**config.mk**
```make
export PLATFORM = sky130hd
export DESIGN_NAME = bram_loader
export DESIGN_NICKNAME = d
export VERILOG_FILES = /design/src/rtl/bram_loader.sv
export SDC_FILE = /design/constraint.sdc
export NUM_CORES = 1
export LEC_CHECK = 0
export CAP_MARGIN = 20
export CORE_MARGIN = 2
export CORE_UTILIZATION = 54
export DETAILED_ROUTE_END_ITERATION = 12
export PLACE_DENSITY = 0.9
export RECOVER_POWER = 25
export SLEW_MARGIN = 5
export SYNTH_ARGS = -nofsm -noshare
export SYNTH_HDL_FRONTEND = slang
export SYNTH_SLANG_ARGS = --single-unit
```
**constraint.sdc**
```tcl
create_clock -name clk -period 2.3 [get_ports clk]
set_clock_uncertainty 0.05 [all_clocks]
set_input_delay 0.46 -clock clk [delete_from_list [all_inputs] [get_ports clk]]
set_output_delay 0.46 -clock clk [all_outputs]
set_load 0.01 [all_outputs]
```
**src/rtl/bram_loader.sv**
```systemverilog
// -----------------------------------------------------------------------------
// bram_loader
//
// Purpose: receives a byte-serial boot image and writes it, one 32-bit word at
// a time, into an instruction BRAM. The CPU program counter is held via
// pc_stall until the whole image has been written.
//
// Stream format: 4-byte little-endian word count N, then 4*N payload bytes;
// each 4-byte group forms one little-endian word (first byte = bits 7:0).
// With LOADER_CHECKSUM_EN defined, one trailing byte follows the payload.
// It must equal the XOR of all payload bytes, otherwise the load ends in ERR.
//
// Optional feature macro: LOADER_CHECKSUM_EN (undefined by default).
//
// Ports:
//   clk       single clock, rising edge
//   rst       synchronous, active-low reset
//   s_valid   loader-stream byte valid
//   s_data    loader-stream byte
//   s_ready   loader accepts a byte this cycle
//   load_req  one-cycle re-arm request (honoured in DONE/ERR only)
//   w_addr    BRAM write word index
//   w_dat     BRAM write data
//   w_enb     BRAM write strobe
//   byte_enb  BRAM byte lanes
//   pc_stall  holds the CPU PC while no image is loaded
//   done      image loaded successfully
//   err       load aborted
// -----------------------------------------------------------------------------
`ifndef RAM_ADDR_WIDTH
`define RAM_ADDR_WIDTH 12
`endif
`ifndef DATA_WIDTH
`define DATA_WIDTH 32
`endif

module bram_loader #(
  parameter int ADDR_W = `RAM_ADDR_WIDTH,
  parameter int DATA_W = `DATA_WIDTH   // only 32 is supported
) (
  input  logic              clk,
  input  logic              rst,
  input  logic              s_valid,
  input  logic [7:0]        s_data,
  output logic              s_ready,
  input  logic              load_req,
  output logic [ADDR_W-1:0] w_addr,
  output logic [DATA_W-1:0] w_dat,
  output logic              w_enb,
  output logic [3:0]        byte_enb,
  output logic              pc_stall,
  output logic              done,
  output logic              err
);

`ifdef LOADER_CHECKSUM_EN
  typedef enum logic [2:0] {
    HDR   = 3'd0,
    DATA  = 3'd1,
    WRITE = 3'd2,
    DONE  = 3'd3,
    ERR   = 3'd4,
    CSUM  = 3'd5
  } state_t;
`else
  typedef enum logic [2:0] {
    HDR   = 3'd0,
    DATA  = 3'd1,
    WRITE = 3'd2,
    DONE  = 3'd3,
    ERR   = 3'd4
  } state_t;
`endif

  // Largest legal word count: the image may fill the memory exactly.
  localparam logic [32:0] MAX_WORDS = 33'd1 << ADDR_W;

  state_t              state_q;
  logic [1:0]          byte_cnt_q;
  logic [23:0]         byte_sr_q;    // first three bytes of the word in flight
  logic [ADDR_W:0]     word_idx_q;   // one extra bit so N = 2^ADDR_W cannot wrap
  logic [ADDR_W:0]     word_cnt_q;
  logic [ADDR_W-1:0]   w_addr_q;
  logic [DATA_W-1:0]   w_dat_q;
  logic                w_enb_q;
  logic [3:0]          byte_enb_q;
  logic                pc_stall_q;
  logic                done_q;
  logic                err_q;
`ifdef LOADER_CHECKSUM_EN
  logic [7:0]          csum_q;
`endif

  logic                accept;
  logic                last_byte;
  logic [31:0]         word_full;
  logic                hdr_too_big;

  // Gated by rst so nothing is accepted while reset is being applied.
`ifdef LOADER_CHECKSUM_EN
  assign s_ready = rst && (state_q == HDR || state_q == DATA || state_q == CSUM);
`else
  assign s_ready = rst && (state_q == HDR || state_q == DATA);
`endif

  assign accept      = s_valid && s_ready;
  assign last_byte   = (byte_cnt_q == 2'd3);
  assign word_full   = {s_data, byte_sr_q};
  assign hdr_too_big = {1'b0, word_full} > MAX_WORDS;

  always_ff @(posedge clk) begin
    if (!rst) begin
      state_q    <= HDR;
      byte_cnt_q <= '0;
      byte_sr_q  <= '0;
      word_idx_q <= '0;
      word_cnt_q <= '0;
      w_addr_q   <= '0;
      w_dat_q    <= '0;
      w_enb_q    <= 1'b0;
      byte_enb_q <= 4'h0;
      pc_stall_q <= 1'b1;
      done_q     <= 1'b0;
      err_q      <= 1'b0;
`ifdef LOADER_CHECKSUM_EN
      csum_q     <= '0;
`endif
    end else begin
      case (state_q)
        HDR: begin
          if (accept) begin
            byte_cnt_q <= byte_cnt_q + 2'd1;
            byte_sr_q  <= {s_data, byte_sr_q[23:8]};
            if (last_byte) begin
              word_cnt_q <= word_full[ADDR_W:0];
              if (hdr_too_big) begin
                state_q <= ERR;
                err_q   <= 1'b1;
              end else if (word_full == 32'd0) begin
`ifdef LOADER_CHECKSUM_EN
                state_q    <= CSUM;
`else
                state_q    <= DONE;
                done_q     <= 1'b1;
                pc_stall_q <= 1'b0;
`endif
              end else begin
                state_q <= DATA;
              end
            end
          end
        end

        DATA: begin
          if (accept) begin
            byte_cnt_q <= byte_cnt_q + 2'd1;
            byte_sr_q  <= {s_data, byte_sr_q[23:8]};
`ifdef LOADER_CHECKSUM_EN
            csum_q     <= csum_q ^ s_data;
`endif
            // Write strobe is registered here so it appears the cycle after
            // the 4th byte is accepted.
            if (last_byte) begin
              state_q    <= WRITE;
              w_addr_q   <= word_idx_q[ADDR_W-1:0];
              w_dat_q    <= word_full;
              w_enb_q    <= 1'b1;
              byte_enb_q <= 4'hF;
              word_idx_q <= word_idx_q + (ADDR_W+1)'(1);
            end
          end
        end

        WRITE: begin
          w_enb_q    <= 1'b0;
          byte_enb_q <= 4'h0;
          // word_idx_q already counts the word just written.
          if (word_idx_q != word_cnt_q) begin
            state_q <= DATA;
          end else begin
`ifdef LOADER_CHECKSUM_EN
            state_q    <= CSUM;
`else
            state_q    <= DONE;
            done_q     <= 1'b1;
            pc_stall_q <= 1'b0;
`endif
          end
        end

`ifdef LOADER_CHECKSUM_EN
        CSUM: begin
          if (accept) begin
            if (s_data == csum_q) begin
              state_q    <= DONE;
              done_q     <= 1'b1;
              pc_stall_q <= 1'b0;
            end else begin
              state_q <= ERR;
              err_q   <= 1'b1;
            end
          end
        end
`endif

        DONE, ERR: begin
          if (load_req) begin
            state_q    <= HDR;
            byte_cnt_q <= '0;
            word_idx_q <= '0;
            word_cnt_q <= '0;
            pc_stall_q <= 1'b1;
            done_q     <= 1'b0;
            err_q      <= 1'b0;
`ifdef LOADER_CHECKSUM_EN
            csum_q     <= '0;
`endif
          end
        end

        default: begin
          state_q <= HDR;
        end
      endcase
    end
  end

  assign w_addr   = w_addr_q;
  assign w_dat    = w_dat_q;
  assign w_enb    = w_enb_q;
  assign byte_enb = byte_enb_q;
  assign pc_stall = pc_stall_q;
  assign done     = done_q;
  assign err      = err_q;

endmodule

```
=== Word level (Yosys, flattened, before mapping) ===
Cells that the tools add are included.

* Bits in registers: 107
* Input port bits: 12
* Output and inout bits: 53

* Add/subtract/negate cells: 2
* Magnitude comparators: 1
* Eq/ne operators: 16
* Muxes and demuxes: 43
* Reduce and logical (&&, ||, !) cells: 21

{| class="wikitable"
|+ Operator list
! kind !! number
|-
| $mux W13 || 5
|-
| $pmux W13 S2 || 2
|-
| $gt A32 B13 Y1 const B || 1
|-
| $logic_not A32 Y1 || 1
|-
| $mux W3 || 6
|-
| $mux W1 || 17
|-
| $ne A2 B2 Y1 const B || 8
|-
| $add A13 B1 Y13 const B || 1
|-
| $ne A13 B13 Y1 || 1
|-
| $pmux W3 S4 || 1
|-
| $reduce_and A5 Y1 || 2
|-
| $reduce_and A3 Y1 || 3
|-
| $mux W2 || 4
|-
| $mux W4 || 2
|-
| $pmux W4 S2 || 1
|-
| $reduce_and A4 Y1 || 2
|-
| $reduce_bool A2 Y1 || 4
|-
| $reduce_and A7 Y1 || 1
|-
| $eq A3 B2 Y1 const B || 2
|-
| $pmux W1 S3 || 2
|-
| $ne A2 B1 Y1 const B || 2
|-
| $pmux W1 S2 || 2
|-
| $pmux W2 S2 || 1
|-
| $reduce_or A2 Y1 || 2
|-
| other kinds (9) || 10
|}

=== Logic depth before layout (Yosys ltp) ===
Gate-level depths: netlist of run 1.

* Depth after elaboration: 6
* Mapped depth: 7

=== Worst setup path after synthesis of run 1 ===
Ideal clock, no wire load.

* Path kind: input to register
* From: input port s_data[7]
* To: register pc_stall_q (netlist: pc_stall)
* Data arrival time: 1.882 ns
* Setup slack: 0.247 ns
* Cell stages on the path: 6
* Buffers on the path: 0
* Cell sequence: nor4_1 nand4_1 or4_4 nor3_4 o311ai_2 mux2_4

* Longest elaborated chain between the ends: 3
* Elaborated cells on any way between the ends: 5

{| class="wikitable"
|+ Ends and longest elaborated chain
! what !! RTL line !! RTL
|-
| start: declaration || 44 || <nowiki>input logic [7:0] s_data,</nowiki>
|-
| $gt A32 B13 Y1 / $logic_not A32 Y1 (equally long branches) || 109, 139 ||
|-
| $ne A2 B2 Y1 (no line) / $ne A2 B1 Y1 (equally long branches) || - ||
|-
| $reduce_and A7 Y1 (no line) * || - ||
|-
| end signal: assignment || 122 || <nowiki>pc_stall_q <= 1'b1;</nowiki>
|-
| end signal: assignment || 145 || <nowiki>pc_stall_q <= 1'b0;</nowiki>
|-
| end signal: assignment || 186 || <nowiki>pc_stall_q <= 1'b0;</nowiki>
|-
| end: declaration || 87 || <nowiki>logic pc_stall_q;</nowiki>
|}

Every way passes the cells marked *; elsewhere a longest branch is shown, timed or not.
A chain may end at the register's enable or synchronous reset.

=== Worst setup path in the final report of run 1 ===
* From: input port s_data[3]
* To: register err_q (netlist: err)

* Longest elaborated chain between the ends: 3

{| class="wikitable"
|+ Ends and longest elaborated chain
! what !! RTL line !! RTL
|-
| $gt A32 B13 Y1 || 109 || <nowiki>assign hdr_too_big = {1'b0, word_full} > MAX_WORDS;</nowiki>
|-
| $ne A2 B2 Y1 (no line) || - ||
|-
| $reduce_and A5 Y1 (no line) || - ||
|-
| end signal: assignment || 124 || <nowiki>err_q <= 1'b0;</nowiki>
|-
| end signal: assignment || 138 || <nowiki>err_q <= 1'b1;</nowiki>
|-
| end signal: assignment || 214 || <nowiki>err_q <= 1'b0;</nowiki>
|-
| end: declaration || 89 || <nowiki>logic err_q;</nowiki>
|}

No other way between the ends.

==> results of run 1 <==
[state kept, by name (all words and copies together) (netlist names), 2 cells and up]
register / count
word_cnt_q: 13
w_dat: 32
w_addr: 12
state_q: 3
word_idx_q: 13
byte_sr_q: 24
byte_cnt_q: 2
[report_power, final]
group / switching [mW] / internal [mW]
logic: 0.0679 / 0.0605
clock network: 0.595 / 0.749
registers: 0.0136 / 1.79
total: 0.677 / 2.60
[routing by layer]
metal	wire length (um)	share of wire [%]
met1	4120	41
met3	526	5.2
met5	0	0
met4	269	2.7
met2	5182	51
[through the flow]
step           setup WS (ns)  instance area [um^2]  utilization, %  setup TNS, ns  power [mW]
6_report             0.05085                  5400           69.17              0       3.279
2_1_floorplan         0.2471                  4383               -              0       1.917
3_5_place_dp         -0.4520                  5160           66.09         -1.825       1.975
4_1_cts              0.01070                  5414           69.34              0       3.294
3_3_place_gp         -0.4267                  5160           66.09         -1.652       1.972
5_1_grt             -0.01477                  5400           69.17       -0.01477       3.373
[cells in the final DEF (no fill, tap or decap), drive strengths merged, types with 2 or more instances in the layout]
cell type,count
nand2,165
dfxtp,103
a21boi,83
clkdlybuf4s50,52
buf,22
nand3,19
nor2,18
xnor2,14
nor4,13
clkbuf,12
xor2,10
dlygate4sd3,10
o21ai,8
nand2b,6
a21oi,6
nand4,5
and2,5
nor3,4
bufinv,3
inv,3
nor3b,3
nor2b,2
o21bai,2
ha,2
a21o,2
[layout make-up]
class,count,area [um^2]
tap,102,127.6
sequential,103,2062
clock buffer,10,137.6
inverter,2,7.507
timing repair buffer,87,814.5
fill,592,2407
clock inverter,5,103.9
multi-input combinational,378,2147
[cell families after synthesis]
| family | count (synthesis) |
|---|---|
| mux | 2 |
| fa+ha+maj | 2 |
| buf+inv | 41 |
| flops | 103 |
| xor+xnor | 24 |
| compound gates | 105 |
| simple gates | 245 |
[timing repair]
action	4_1_cts	5_1_grt
gates cloned	0	0
setup endpoints to repair	3	4
gates resized for setup	2	3
pin swaps	2	3
endpoints found under the hold margin	0	0
[worst max path at each step]
stage / from / slack [ns] / cells after the start / end
after floorplan: s_data[7] / 0.25 / 6 / pc_stall
after global placement: s_data[5] / -0.43 / 7 / pc_stall
after detailed placement: s_data[7] / -0.45 / 7 / pc_stall
after CTS: s_data[3] / 0.01 / 7 / pc_stall
after global routing: s_data[3] / -0.01 / 7 / pc_stall
final: s_data[3] / 0.05 / 8 / err
[critical path, cell delays in order]
cell	delay, ns
clkdlybuf4s50_1	0.44
nor4_2	0.32
nand4_1	0.14
or4_4	0.47
buf_4	0.16
a21o_2	0.21
a21oi_2	0.17
nor2_1	0.06
==> metrics, run 1 <==
crit path max fanout=2; Ports=65; worst-skew pair later-pin latency=0.37 ns; Final Wtd Congestion=0.8511; Mapped Cells=522; Post-Synthesis Cell Area=4383 um^2; DRC errors left=0; initial antenna violation count=0; CP required=around 2.5 ns; GRT Total Usage=24.12%; Max IR drop VDD=0.4611 mV; CTS Buf Count=9; H-tree levels=3; maximum clock frequency=444.6 MHz; Final Net Count=just under 600; Area contributors post-synth=dfxtp_1 47%, nand2_1 14%, a21boi_0 11%, a21boi_1 3.6%, xnor2_1 2.8%; Post-synth EDFFs=0; Most used DFF post-synth=dfxtp_1; Pleak=1.889 nW; port buffer count=64; setup violators final=0; die area=between 8000 and 9000 um^2; worst r2r src=byte_sr_q[16]; # Max-Cap Violations=0; hold path depth=3; clk sink count=103; Slew HR=between 60% and 70%; Crit Path Category=input port to flip-flop; ANT cells=0; CORE AREA=~8000 um^2; CTS tree=yes; Synth area leader=dfxtp_1; worst slew pin tran=0.5670 ns; WP data arrival=2.44 ns; global routing's busiest layer=met2; Post-Layout Cell Count=687; drt wl/cell=around 15 um; Critical Path Sink Type=flip-flop; Yosys cell types=42; main combinational cell family by area after synthesis=simple AND/OR/NAND/NOR gates; largest net degree at the start of global routing=63; DR vias/cell=5.467; drt pass-1 iters=4; die height=94.09 um; Synth warnings=0; final WL=10100 um; Final Hold Viols=0; min cycle time layout=2.249 ns; mux cell area share after synthesis=0.5709%; Root Buffer=clkbuf_8; worst hold path class=input port to flip-flop; Adder-Cell Fraction of Synth Area=0.5709%; first-pass GRT wire length=between 15000 and 20000 um; Avg Inst Size Synth=8.396 um^2; Post-Synth XOR/XNOR Area=4.796%; post-synthesis sequential element count=103; Site Rows=32; Simple-Gate Fraction of Synth Area=25.29%; startpoint types=input port; Final Cycle Share=97.79%; area grow syn2layout=23.21%; post-synth net total=536; initial core utilization=56.14%; HPWL after DPL=7090 um; met1 Use GR=between 20% and 30%; Max Slew Vio Count=0; sequential share of the synthesized area=47.05%; CTS Buffer Depth=2; top-count cell post-synth=nand2_1; Synth Area in Compound Gates=17.64%; post-CTS setup buffer count=0; RSZ-0062 raised after global routing=yes; Synth async-reset ratio=0%; vias in the first global route=3707; M2 GR Usage=41.73%; final hold slack=~0.37 ns; layout cell share with drive strength beyond 1=around 8.7%; Antenna Nets Post-Route=0; initial DRC count=209; worst hold path startpoint=s_data[5]; pwr/cell area=between 600 and 700 nW/um^2; Yosys top cell area share=47.05%; routed vias=3756; Worst Reg2Reg Path Length in Cells=7; Clock transition at path regs=0.09 ns; status=complete, no violations; Post-synth top cells=165 x nand2_1, 103 x dfxtp_1, 62 x a21boi_0; Worst Hold End=w_dat[29]; Reg-to-Reg End=err; Die W=94.09 um; Post-CTS Hold Fix Bufs=0; grt ovf=0; global routing met3 resource utilization=5.457%; Placed Instances=672; Worst R2R Setup Slack=0.20 ns
Power figures use the tool's default switching activity.
==> run 2: changes to the inputs <==
--- a/config.mk
+++ b/config.mk
@@ -7,8 +7,7 @@
 export LEC_CHECK = 0
 export CAP_MARGIN = 20
-export CORE_MARGIN = 2
-export CORE_UTILIZATION = 54
+export CORE_UTILIZATION = 27
 export DETAILED_ROUTE_END_ITERATION = 12
-export PLACE_DENSITY = 0.9
+export PLACE_DENSITY = 0.56
 export RECOVER_POWER = 25
 export SLEW_MARGIN = 5
--- a/constraint.sdc
+++ b/constraint.sdc
@@ -3,3 +3,3 @@
 set_input_delay 0.46 -clock clk [delete_from_list [all_inputs] [get_ports clk]]
 set_output_delay 0.46 -clock clk [all_outputs]
-set_load 0.01 [all_outputs]
+set_load 0.05 [all_outputs]
==> metrics, run 2 (synthesized netlist as in run 1, its figures left out) <==
most common cell after layout, fill and taps aside=nand2_1 (unchanged); Worst Reg2Reg Path Length in Cells=5 (was 7); port buffer count=64 (unchanged); vias in the first global route=3545 (was 3707); DRC errors left=0 (unchanged); Root Buffer=clkbuf_16 (was clkbuf_8); first-pass GRT wire length=17960 um (was 17070 um); worst-skew pair later-pin latency=0.34 ns (was 0.37 ns); Post-CTS Hold Fix Bufs=0 (unchanged); maximum clock frequency=461.0 MHz (was 444.6 MHz); Critical Path Sink Type=flip-flop (unchanged); worst hold path class=input port to flip-flop (unchanged); CTS tree=yes (unchanged); largest net degree at the start of global routing=78 (was 63); hold path depth=2 (was 3); critical-path cell list=clkdlybuf4s50_1, nor4_4, nand4_1, or4_4, nor3_4, o311ai_2, mux2_4 (was clkdlybuf4s50_1, nor4_2, nand4_1, or4_4, buf_4, a21o_2, a21oi_2, nor2_1); post-layout util=35.14% (was 69.17%); Final Net Count=595 (unchanged); Clock transition at path regs=0.07 ns (was 0.09 ns); startpoint types=input port (unchanged); # Max-Cap Violations=0 (unchanged); CTS Buffer Depth=2 (unchanged); HPWL after DPL=7627 um (was 7090 um); layout cell share with drive strength beyond 1=8.532% (was 8.718%); clk sink count=103 (unchanged); initial DRC count=178 (was 209); Antenna Nets Post-Route=0 (unchanged); DR vias/cell=4.536 (was 5.467); routed vias=3638 (was 3756); Pleak=1.864 nW (was 1.889 nW); Max Slew Vio Count=0 (unchanged); drt wl/cell=13.47 um (was 14.70 um); Buf+Inv Stages, Crit Path=1 (was 2); WP data arrival=2.35 ns (was 2.44 ns); Post-Layout Cell Count=802 (was 687); setup violators final=0 (unchanged); CORE AREA=15890 um^2 (was 7807 um^2); Site Rows=46 (was 32); Worst path top cell family by delay=simple AND/OR/NAND/NOR gates (unchanged); Placed Instances=786 (was 672); Filler Cell Count=1696 (was 592); crit path max fanout=3 (was 2); Multi-input gate area=2147 um^2 (unchanged); min cycle time layout=2.169 ns (was 2.249 ns); Reg-to-Reg End=byte_sr_q[18] (was err); ANT cells=0 (unchanged); max reg flops=32 (unchanged); Worst Hold End=byte_enb[2] (was w_dat[29]); die height=129.4 um (was 94.09 um); most frequent cells in the layout=165 x nand2_1, 103 x dfxtp_1, 70 x a21boi_0 (was 165 x nand2_1, 103 x dfxtp_1, 62 x a21boi_0); worst hold path startpoint=rst (was s_data[5]); Final Wtd Congestion=0.8094 (was 0.8511); Ports=65 (unchanged); pre-CTS setup slack=-0.5524 ns (was -0.4520 ns); Worst path max stage delay=0.49 ns (was 0.47 ns); H-tree levels=3 (unchanged); Final Cycle Share=94.31% (was 97.79%); Reg area=2062 um^2 (unchanged); Slew HR=56.71% (was 62.20%); worst r2r src=state_q[2] (was byte_sr_q[16]); Crit Path Category=input port to flip-flop (unchanged); RSZ-0062 raised after global routing=no (was yes); status=complete, no violations (unchanged); final WL=10800 um (was 10100 um); die area=16750 um^2 (was 8853 um^2); Setup WS post-layout=0.1308 ns (was 0.05085 ns); CTS Buf Count=9 (unchanged); Final Hold Viols=0 (unchanged); drt pass-1 iters=4 (unchanged); Worst R2R Setup Slack=0.16 ns (was 0.20 ns); pwr/cell area=603.2 nW/um^2 (was 607.2 nW/um^2); Max IR drop VDD=0.3750 mV (was 0.4611 mV); grt ovf=0 (unchanged); CP required=2.48 ns (was 2.49 ns); Crit-path slowest cell=clkdlybuf4s50_1 (was or4_4); Tot Pwr=3.368 mW (was 3.279 mW); initial core utilization=27.59% (was 56.14%); Die W=129.4 um (was 94.09 um); area grow syn2layout=27.38% (was 23.21%); worst slew pin tran=0.6493 ns (was 0.5670 ns); GRT Total Usage=13.58% (was 24.12%); post-CTS setup buffer count=0 (unchanged); initial antenna violation count=0 (unchanged)
[run 2: final cells by class]
cell class              instances  share of cell area, %
flip-flops and latches        103                  36.93
well taps                     216                  4.841
clock inverters                 6                 0.7620
repair buffers                 87                  14.77
multi-input cells             378                  38.46
clock buffers                  10                  4.101
inverters                       2                 0.1345
[run 2: metal layers]
layer	vias up	global-route usage [%]	wire length [um]
met4	0	2.736	39
met5	-	0	0
met2	58	23.78	5262
met3	5	3.303	341
li1	1847	-	-
met1	1728	16.93	5160
[run 2: repair_timing]
action	4_1_cts	5_1_grt
gates resized for setup	3	2
pin swaps	1	3
endpoints found under the setup margin	3	2
gates cloned	0	0
[run 2: per-stage QoR]
stage / hold WS [ns] / setup TNS (ns) / cell area [um^2]
finish: 0.3715 / 0 / 5583
global route: 0.3679 / 0 / 5583
CTS: 0.3616 / 0 / 5605
detailed placement: 0.3996 / -2.263 / 5313
global placement: 0.3940 / -2.093 / 5313
floorplan: 0.3923 / 0 / 4383
[run 2: how the worst max path moves through the flow]
stage	to	start	slack (ns)	depth (start not counted)
after global placement	pc_stall	s_data[5]	-0.52	7
after floorplan	pc_stall	s_data[7]	0.25	6
after CTS	pc_stall	s_data[6]	0.003	7
after detailed placement	pc_stall	s_data[5]	-0.55	7
after global routing	byte_sr_q[18]	state_q[2]	0.03	5
final	pc_stall	s_data[6]	0.13	7
[run 2: worst reg2reg max path, stage by stage, from the launching register on]
cell and delay [ns]:
dfxtp_1 0.39, nand2b_1 0.25, nor3b_1 0.49, clkbuf_2 0.56
nand2_1 0.13, a21boi_0 0.19
[run 2: power by group]
group	switching (mW)	total [mW]	leakage [nW]	internal, mW
Combinational	0.0723	0.134	0.904	0.0619
Clock	0.687	1.43	0.129	0.739
Sequential	0.0140	1.81	0.831	1.79
